--- config.mk ---
export PLATFORM = sky130hd
export DESIGN_NAME = fetch_unit_flat
export DESIGN_NICKNAME = d
export VERILOG_FILES = /design/src/rtl/fetch_pkg.sv /design/src/rtl/fetch_if.sv /design/src/rtl/branch_lut.sv /design/src/rtl/fetch_unit.sv /design/src/flat_wrapper.sv
export SDC_FILE = /design/constraint.sdc
export NUM_CORES = 1
export LEC_CHECK = 0
export BUFFER_PORTS_ARGS = -buffer_cell sky130_fd_sc_hd__buf_2
export CAP_MARGIN = 20
export CORE_MARGIN = 1
export CORE_UTILIZATION = 48
export DETAILED_ROUTE_END_ITERATION = 8
export SETUP_SLACK_MARGIN = 0.1
export SYNTH_ARGS = -nofsm -noshare
export SYNTH_HDL_FRONTEND = slang
export SYNTH_HIERARCHICAL = 1
export SYNTH_SLANG_ARGS = --single-unit
--- constraint.sdc ---
create_clock -name clk -period 13.6 [get_ports clk]
set_clock_uncertainty 0.15 [all_clocks]
set_input_delay 2.04 -clock clk [delete_from_list [all_inputs] [get_ports clk]]
set_output_delay 2.04 -clock clk [all_outputs]
set_load 0.02 [all_outputs]
--- src/rtl/fetch_pkg.sv ---
// rtl/fetch_pkg.sv - shared types and constants for the fetch unit
package fetch_pkg;
  localparam int INST_W    = 9;
  localparam int LUT_DEPTH = 32;
  localparam int LUT_IDX_W = 5;

  localparam logic [INST_W-1:0] NOP_INST = 9'b1_1010_0000;
  localparam logic [3:0]        HALT_OP  = 4'b1111;

  typedef enum logic [1:0] {
    IDLE,
    RUN,
    DONE
  } state_t;
endpackage

--- src/rtl/fetch_if.sv ---
// rtl/fetch_if.sv - fetch unit bus: instruction memory, control handshake and branch-LUT write port
interface fetch_if import fetch_pkg::*; #(
  parameter int PC_W  = 10,
  parameter int CNT_W = 16
) ();
  logic                 start;
  logic [PC_W-1:0]      imem_addr;
  logic [INST_W-1:0]    imem_data;
  logic                 branch_en;
  logic [INST_W-1:0]    inst;
  logic                 inst_valid;
  logic                 done;
  logic [CNT_W-1:0]     retired;
  logic                 lut_we;
  logic [LUT_IDX_W-1:0] lut_idx;
  logic [PC_W-1:0]      lut_data;

  modport master (
    input  start, imem_data, branch_en, lut_we, lut_idx, lut_data,
    output imem_addr, inst, inst_valid, done, retired
  );

  modport slave (
    output start, imem_data, branch_en, lut_we, lut_idx, lut_data,
    input  imem_addr, inst, inst_valid, done, retired
  );
endinterface

--- src/rtl/branch_lut.sv ---
// rtl/branch_lut.sv - 32-entry branch-target register file, sync write, comb read, async clear
module branch_lut import fetch_pkg::*; #(
  parameter int PC_W = 10
) (
  input  logic                 clk,
  input  logic                 reset,
  input  logic                 we,
  input  logic [LUT_IDX_W-1:0] wr_idx,
  input  logic [PC_W-1:0]      wr_data,
  input  logic [LUT_IDX_W-1:0] rd_idx,
  output logic [PC_W-1:0]      rd_data
);
  logic [PC_W-1:0] entries [LUT_DEPTH];

  always_ff @(posedge clk or posedge reset) begin
    if (reset) begin
      for (int i = 0; i < LUT_DEPTH; i++) entries[i] <= '0;
    end else if (we) begin
      entries[wr_idx] <= wr_data;
    end
  end

  // A same-cycle write lands at the edge, so a concurrent branch sees the old target.
  assign rd_data = entries[rd_idx];
endmodule

--- src/rtl/fetch_unit.sv ---
// rtl/fetch_unit.sv - program counter, run/halt sequencing and retired-instruction counter
module fetch_unit import fetch_pkg::*; #(
  parameter int PC_W  = 10,
  parameter int CNT_W = 16
) (
  input  logic  clk,
  input  logic  reset,
  fetch_if.master bus
);
  state_t             state, state_n;
  logic [PC_W-1:0]    pc, pc_n, lut_target;
  logic [CNT_W-1:0]   retired, retired_n;
  logic [INST_W-1:0]  inst;

  branch_lut #(.PC_W(PC_W)) u_lut (
    .clk     (clk),
    .reset   (reset),
    .we      (bus.lut_we),
    .wr_idx  (bus.lut_idx),
    .wr_data (bus.lut_data),
    .rd_idx  (inst[LUT_IDX_W-1:0]),
    .rd_data (lut_target)
  );

  always_ff @(posedge clk or posedge reset) begin
    if (reset) begin
      state   <= IDLE;
      pc      <= '0;
      retired <= '0;
    end else begin
      state   <= state_n;
      pc      <= pc_n;
      retired <= retired_n;
    end
  end

  always_comb begin
    state_n   = state;
    pc_n      = pc;
    retired_n = retired;
    inst      = NOP_INST;
    case (state)
      IDLE, DONE: begin
        if (bus.start) begin
          state_n   = RUN;
          pc_n      = '0;
          retired_n = '0;
        end
      end
      RUN: begin
        inst = bus.imem_data;
        // HALT wins over any branch decision and is not counted.
        if (inst[INST_W-1 -: 4] == HALT_OP) begin
          state_n = DONE;
        end else begin
          pc_n = bus.branch_en ? lut_target : pc + PC_W'(1);
          if (retired != '1) retired_n = retired + CNT_W'(1);
        end
      end
      default: state_n = IDLE;
    endcase
  end

  assign bus.imem_addr  = pc;
  assign bus.inst       = inst;
  assign bus.inst_valid = (state == RUN);
  assign bus.done       = (state == DONE);
  assign bus.retired    = retired;
endmodule

--- src/flat_wrapper.sv ---
// flat-port wrapper written by rule: the top's interface ports become plain ports
module fetch_unit_flat import fetch_pkg::*;
#(
  parameter int PC_W  = 10,
  parameter int CNT_W = 16
)
  (clk, reset, bus_start, bus_imem_data, bus_branch_en, bus_lut_we, bus_lut_idx, bus_lut_data, bus_imem_addr, bus_inst, bus_inst_valid, bus_done, bus_retired);
  fetch_if #(.PC_W(PC_W), .CNT_W(CNT_W)) bus_i ();
  input  logic clk;
  input  logic reset;
  input wire logic [$bits(bus_i.start)-1:0] bus_start;
  input wire logic [$bits(bus_i.imem_data)-1:0] bus_imem_data;
  input wire logic [$bits(bus_i.branch_en)-1:0] bus_branch_en;
  input wire logic [$bits(bus_i.lut_we)-1:0] bus_lut_we;
  input wire logic [$bits(bus_i.lut_idx)-1:0] bus_lut_idx;
  input wire logic [$bits(bus_i.lut_data)-1:0] bus_lut_data;
  output wire logic [$bits(bus_i.imem_addr)-1:0] bus_imem_addr;
  output wire logic [$bits(bus_i.inst)-1:0] bus_inst;
  output wire logic [$bits(bus_i.inst_valid)-1:0] bus_inst_valid;
  output wire logic [$bits(bus_i.done)-1:0] bus_done;
  output wire logic [$bits(bus_i.retired)-1:0] bus_retired;
  assign bus_i.start = bus_start;
  assign bus_i.imem_data = bus_imem_data;
  assign bus_i.branch_en = bus_branch_en;
  assign bus_i.lut_we = bus_lut_we;
  assign bus_i.lut_idx = bus_lut_idx;
  assign bus_i.lut_data = bus_lut_data;
  assign bus_imem_addr = bus_i.imem_addr;
  assign bus_inst = bus_i.inst;
  assign bus_inst_valid = bus_i.inst_valid;
  assign bus_done = bus_i.done;
  assign bus_retired = bus_i.retired;
  fetch_unit #(.PC_W(PC_W), .CNT_W(CNT_W)) u_core (.clk(clk), .reset(reset), .bus(bus_i));
endmodule
## Yosys cells after proc, flatten, opt, wreduce, memory -nomap -nowiden

Index checks and enable logic that the tools add are counted.
W data, S select, Z words.

- Bits in registers: 348
- Bits in latches: 0
- Memory bits (writable): 0
- Memory bits (read-only): 0
- Input port bits: 29
- Output and inout port bits: 37
- Logic and storage cells: 75
- Memories: 0

- Add/subtract/negate cells: 2
- Multiply operators: 0
- Divide/modulo/power cells: 0
- Magnitude comparators: 3
- Equality and inequality tests: 8
- Shift operators: 0
- Muxes and demuxes: 18
- Bitwise logic cells: 2
- Reduce and logical (&&, ||, !) cells: 7

Operators with widths:

| cell | count |
|---|---|
| $bwmux W320 | 1 |
| $mux W10 | 6 |
| $bmux W10 S5 | 1 |
| $demux W10 S5 | 1 |
| $mux W16 | 3 |
| $pmux W16 S2 | 1 |
| $pmux W10 S2 | 1 |
| $add A16 B1 Y16 const B | 1 |
| $ne A16 B16 Y1 const B | 1 |
| $ge A6 B6 Y1 const B | 2 |
| $not A5 Y6 | 2 |
| $add A10 B1 Y10 const B | 1 |
| $mux W9 | 1 |
| $lt A6 B1 Y1 const B | 1 |
| $eq A4 B4 Y1 const B | 1 |
| $mux W2 | 2 |
| $ne A2 B1 Y1 const B | 2 |
| $ne A2 B2 Y1 const B | 2 |
| $pmux W2 S2 | 1 |
| $reduce_and A4 Y1 | 1 |
| $reduce_and A3 Y1 | 1 |
| $eq A2 B1 Y1 const B | 1 |
| $eq A2 B2 Y1 const B | 1 |
| $logic_not A2 Y1 | 1 |
| other kinds (4) | 4 |

## Logic depth before layout (Yosys ltp)

- Depth in word-level cells: 9
- Depth in mapped cells: 13
- Gate-level depth less buffers: 10

## By module

Netlist, hierarchy kept.

By module, submodules not included:

| module | times used | cells an instance | area each (µm²) | seq. area each (µm²) |
|---|---|---|---|---|
| branch_lut | 1 | 1085 | 15155.8 | 8007.7 |
| fetch_unit | 1 | 193 | 1672.9 | 700.7 |

## Least setup slack after synthesis

No wires, ideal clock.

- Path type: input-to-output
- From: input bus_imem_data[2]
- To: output bus_inst[2]
- Arrival: 2.303 ns
- Required time: 11.410 ns
- Slack: 9.107 ns
- Stages on the path: 1
- Path buffers: 0
- Cell sequence: and2_1

- Cells in the longest elaborated chain, start to end: 1

RTL lines:

| item | line | text |
|---|---|---|
| start: declaration | flat_wrapper.sv:12 | `input wire logic [$bits(bus_i.imem_data)-1:0] bus_imem_data;` |
| $mux W9 | fetch_unit.sv:42 | `case (state)` |
| end: declaration | flat_wrapper.sv:18 | `output wire logic [$bits(bus_i.inst)-1:0] bus_inst;` |

Every way passes these cells.

## Final worst setup path

- From: input bus_imem_data[1]
- To: output bus_inst[1]

Same word-level chain as after synthesis.

==> metrics.txt <==
status finished, final reports clean; R2R depth 11; most used cell, CP buf_2; placed insts 1726; TNS Setup 0 ns; H-tree depth 2; hold_buf cts 0; Rel. slew slack ~27%; # setup viols final 0; Layout Cells excl Fill 1797; Die Y approximately 190 um; critical path required time 11.41 ns; Fin Hold WS between 0.3 and 0.4 ns; gr usage total around a quarter; min-delay worst type flip-flop to flip-flop; first-pass detailed-route iteration total 7; WL final about 41000 um; Post-synth top flop dfrtp_1; per-cell routed wire length ~23 um; Nets roughly 1300; Via density between 5 and 6; CTS clk-pin slew, worst paths ~0.050 ns; Detailed Place HPWL between 20000 and 25000 um; die area 35800 um^2; Crit. Startpoint bus_imem_data[1]; CTS root buf clkbuf_16; Worst Path Buf+Inv 2; Flop pwr share 40.6%; Vias 10500; Layout Cell Area excl Fill roughly 19000 um^2; fmax around 180 MHz; Worst Setup End Kind output port; critical path class input port to output port; hold path start u_core/u_lut/entries[293]; most area-hungry cell type in the Yosys netlist dfrtp_1; Worst R2R Start u_core/state[1]; Residual DRC 0; PwrDens ~180 nW/um^2; Max Cap Violations 0; initial DRC count between 600 and 700; area grow syn2layout 11.9%; synth top area cells dfrtp_1 52%, mux2_2 20%, mux2i_1 9.8%; Tcrit/Tclk final 39.9%; Final Max Slew Viols 0; WP depth 3; sw frac ~31%; Clock Path Buffers 3; mean cell area of the mapped netlist roughly 13 um^2; core area ~35000 um^2; CTS Buf Count 40; Worst Path Arrival 3.24 ns; clk_lat worst skew around 0.53 ns; crit path cell chain buf_2 > and2_4 > buf_2; I/O pin cnt between 60 and 70; post-cts sizing count 0; register bit total from synthesis about 350; leak pwr about 8.7 nW; global-route wire length before repair 64800 um; # fillers 2988; Die Width 189 um; number of flops mapped to enable cells by yosys 0; clock sinks between 300 and 400; CP max stage delay about 0.80 ns; Synth warnings 6; Comb pwr share 27.2%; Crit Path Max Fanout 56; share of cells above drive strength 1 38.4%; GPL Wtd Cong about 0.78; Synth Instances 1278; CTS tree built; initial core utilization between 40% and 50%; RSZ-0062 raised after global routing false; Distinct cells, synth 59; Slowest cell on crit path and2_4; area share of the largest cell type after synthesis 51.7%; Async S/R FF share, synth between 90% and 100%; largest net degree at the start of global routing 101; NetSw between 1 and 1.5 mW; Period minus WS final 5.43 ns; maximum VDD drop ~0.15 mV; vias in the first global route 10700; number of setup buffers added after CTS 0; mapped cell area between 15000 and 20000 um^2; Critical Path End bus_inst[1]; internal power between 2 and 2.5 mW; Worst-Margin Slew ~1.1 ns; initial antenna violation count 0; syn nets around 1300; Site Rows 68; CP Launch Type input port; sequential share of the synthesized area about 52%; R2R Path End u_core/bus.imem_addr[1]; instance area after placement between 15000 and 20000 um^2; IO Port Bufs 65; FF-to-FF setup slack 9.49 ns; n_diodes 0; crit-path leading delay family simple AND/OR/NAND/NOR gates; total power 3.34 mW; GR Overflow Total 0; Routed Antenna Nets 0; Hold Vio Cnt, Final 0; clock share of power between 30% and 40%
-- metrics by stage --
| stage | setup WS [ns] | utilization, % |
|---|---|---|
| 4_1_cts | 8.12 | 54.4 |
| 3_3_place_gp | 8.12 | 50.5 |
| 3_5_place_dp | 8.13 | 50.6 |
| 5_1_grt | 8.08 | 54.5 |
| 2_1_floorplan | 2.55 | - |
| 6_report | 8.17 | 54.5 |
-- cell families (layout without fill, tap and decap cells) --
kind of cell               count (synthesis)  count (layout)  share of synthesized area, %
muxes                                    484             484                          31.6
DFF                                      348             348                          51.7
and+or+nand+nor                          205             205                          7.79
AOI/OAI and AO/OA                        137             137                          5.65
buffers and inverters                     94             158                          2.63
xor gates and xnor gates                   8               8                         0.416
adders and majority gates                  2               2                         0.149
-- metal layers --
| metal | vias up | share of wire [%] | GRT usage [%] |
|---|---|---|---|
| li1 | 4764 | - | - |
| met2 | 190 | 45 | 36.1 |
| met3 | 57 | 3.2 | 2.71 |
| met4 | 0 | 2.5 | 6.92 |
| met1 | 5469 | 50 | 35.1 |
| met5 | - | 0 | 0 |
-- power by group through the flow --
stage | clock, mW | sequential [mW] | combinational [mW]
after floorplan | 0 | 1.36 | 0.654
after global placement | 0 | 1.36 | 0.897
after detailed placement | 0 | 1.37 | 0.909
after CTS | 1.10 | 1.35 | 0.913
after global routing | 1.14 | 1.38 | 0.984
final | 1.08 | 1.35 | 0.908
-- flip-flops by register name, summed over array words and instances (netlist names) --
register              flops
u_core/bus.imem_addr     10
u_core/u_lut/entries    320
u_core/state              2
u_core/bus.retired       16
-- cell usage in the layout, fill, tap and decap left out, types with 6 or more instances in the layout --
cell type	count
o21ai_0	19
clkbuf_1	6
buf_2	65
nor2_8	8
a22oi_1	44
mux2i_1	164
nand2_1	44
nor3_1	14
buf_4	15
clkbuf_8	9
dfrtp_1	348
nand4_1	16
nor2_2	8
mux2_1	7
mux2_4	20
nor2_1	21
nand2b_1	7
clkinv_2	7
a22o_1	20
a31oi_1	12
clkbuf_16	41
a21oi_1	27
xnor2_1	7
mux2_2	293
and2_1	7
nand3_1	29
nand2_2	16
-- cells in the mapped netlist (9+ instances only) --
cell type  count
a21oi_1       27
a22o_1        20
a22oi_1       44
a31oi_1       12
and2_1         9
buf_2         12
buf_4         15
clkbuf_1      51
dfrtp_1      348
mux2_2       293
mux2_4        20
mux2i_1      164
nand2_1       44
nand2_2       16
nand3_1       29
nand4_1       16
nor2_1        22
nor3_1        14
o21ai_0       19
-- worst min path at each step --
stage | slack, ns | cells after the start | to
final | 0.34 | 1 | u_core/u_lut/entries[293]
after global routing | 0.36 | 1 | u_core/u_lut/entries[293]
after CTS | 0.34 | 1 | u_core/u_lut/entries[170]
after detailed placement | 0.33 | 1 | u_core/u_lut/entries[177]
after global placement | 0.32 | 1 | u_core/u_lut/entries[174]
after floorplan | 0.31 | 1 | u_core/u_lut/entries[170]
-- area by class of cell --
cell class / count / area [um^2] / share of cell area [%]
clock buffers: 56 / 1170 / 6.22
clock inverters: 13 / 150 / 0.797
inverters: 6 / 30.0 / 0.159
multi-input cells: 836 / 7700 / 40.9
flip-flops and latches: 348 / 8710 / 46.2
well taps: 455 / 569 / 3.02
repair buffers: 83 / 500 / 2.66
Note: power is estimated with default switching activity, not from simulation.
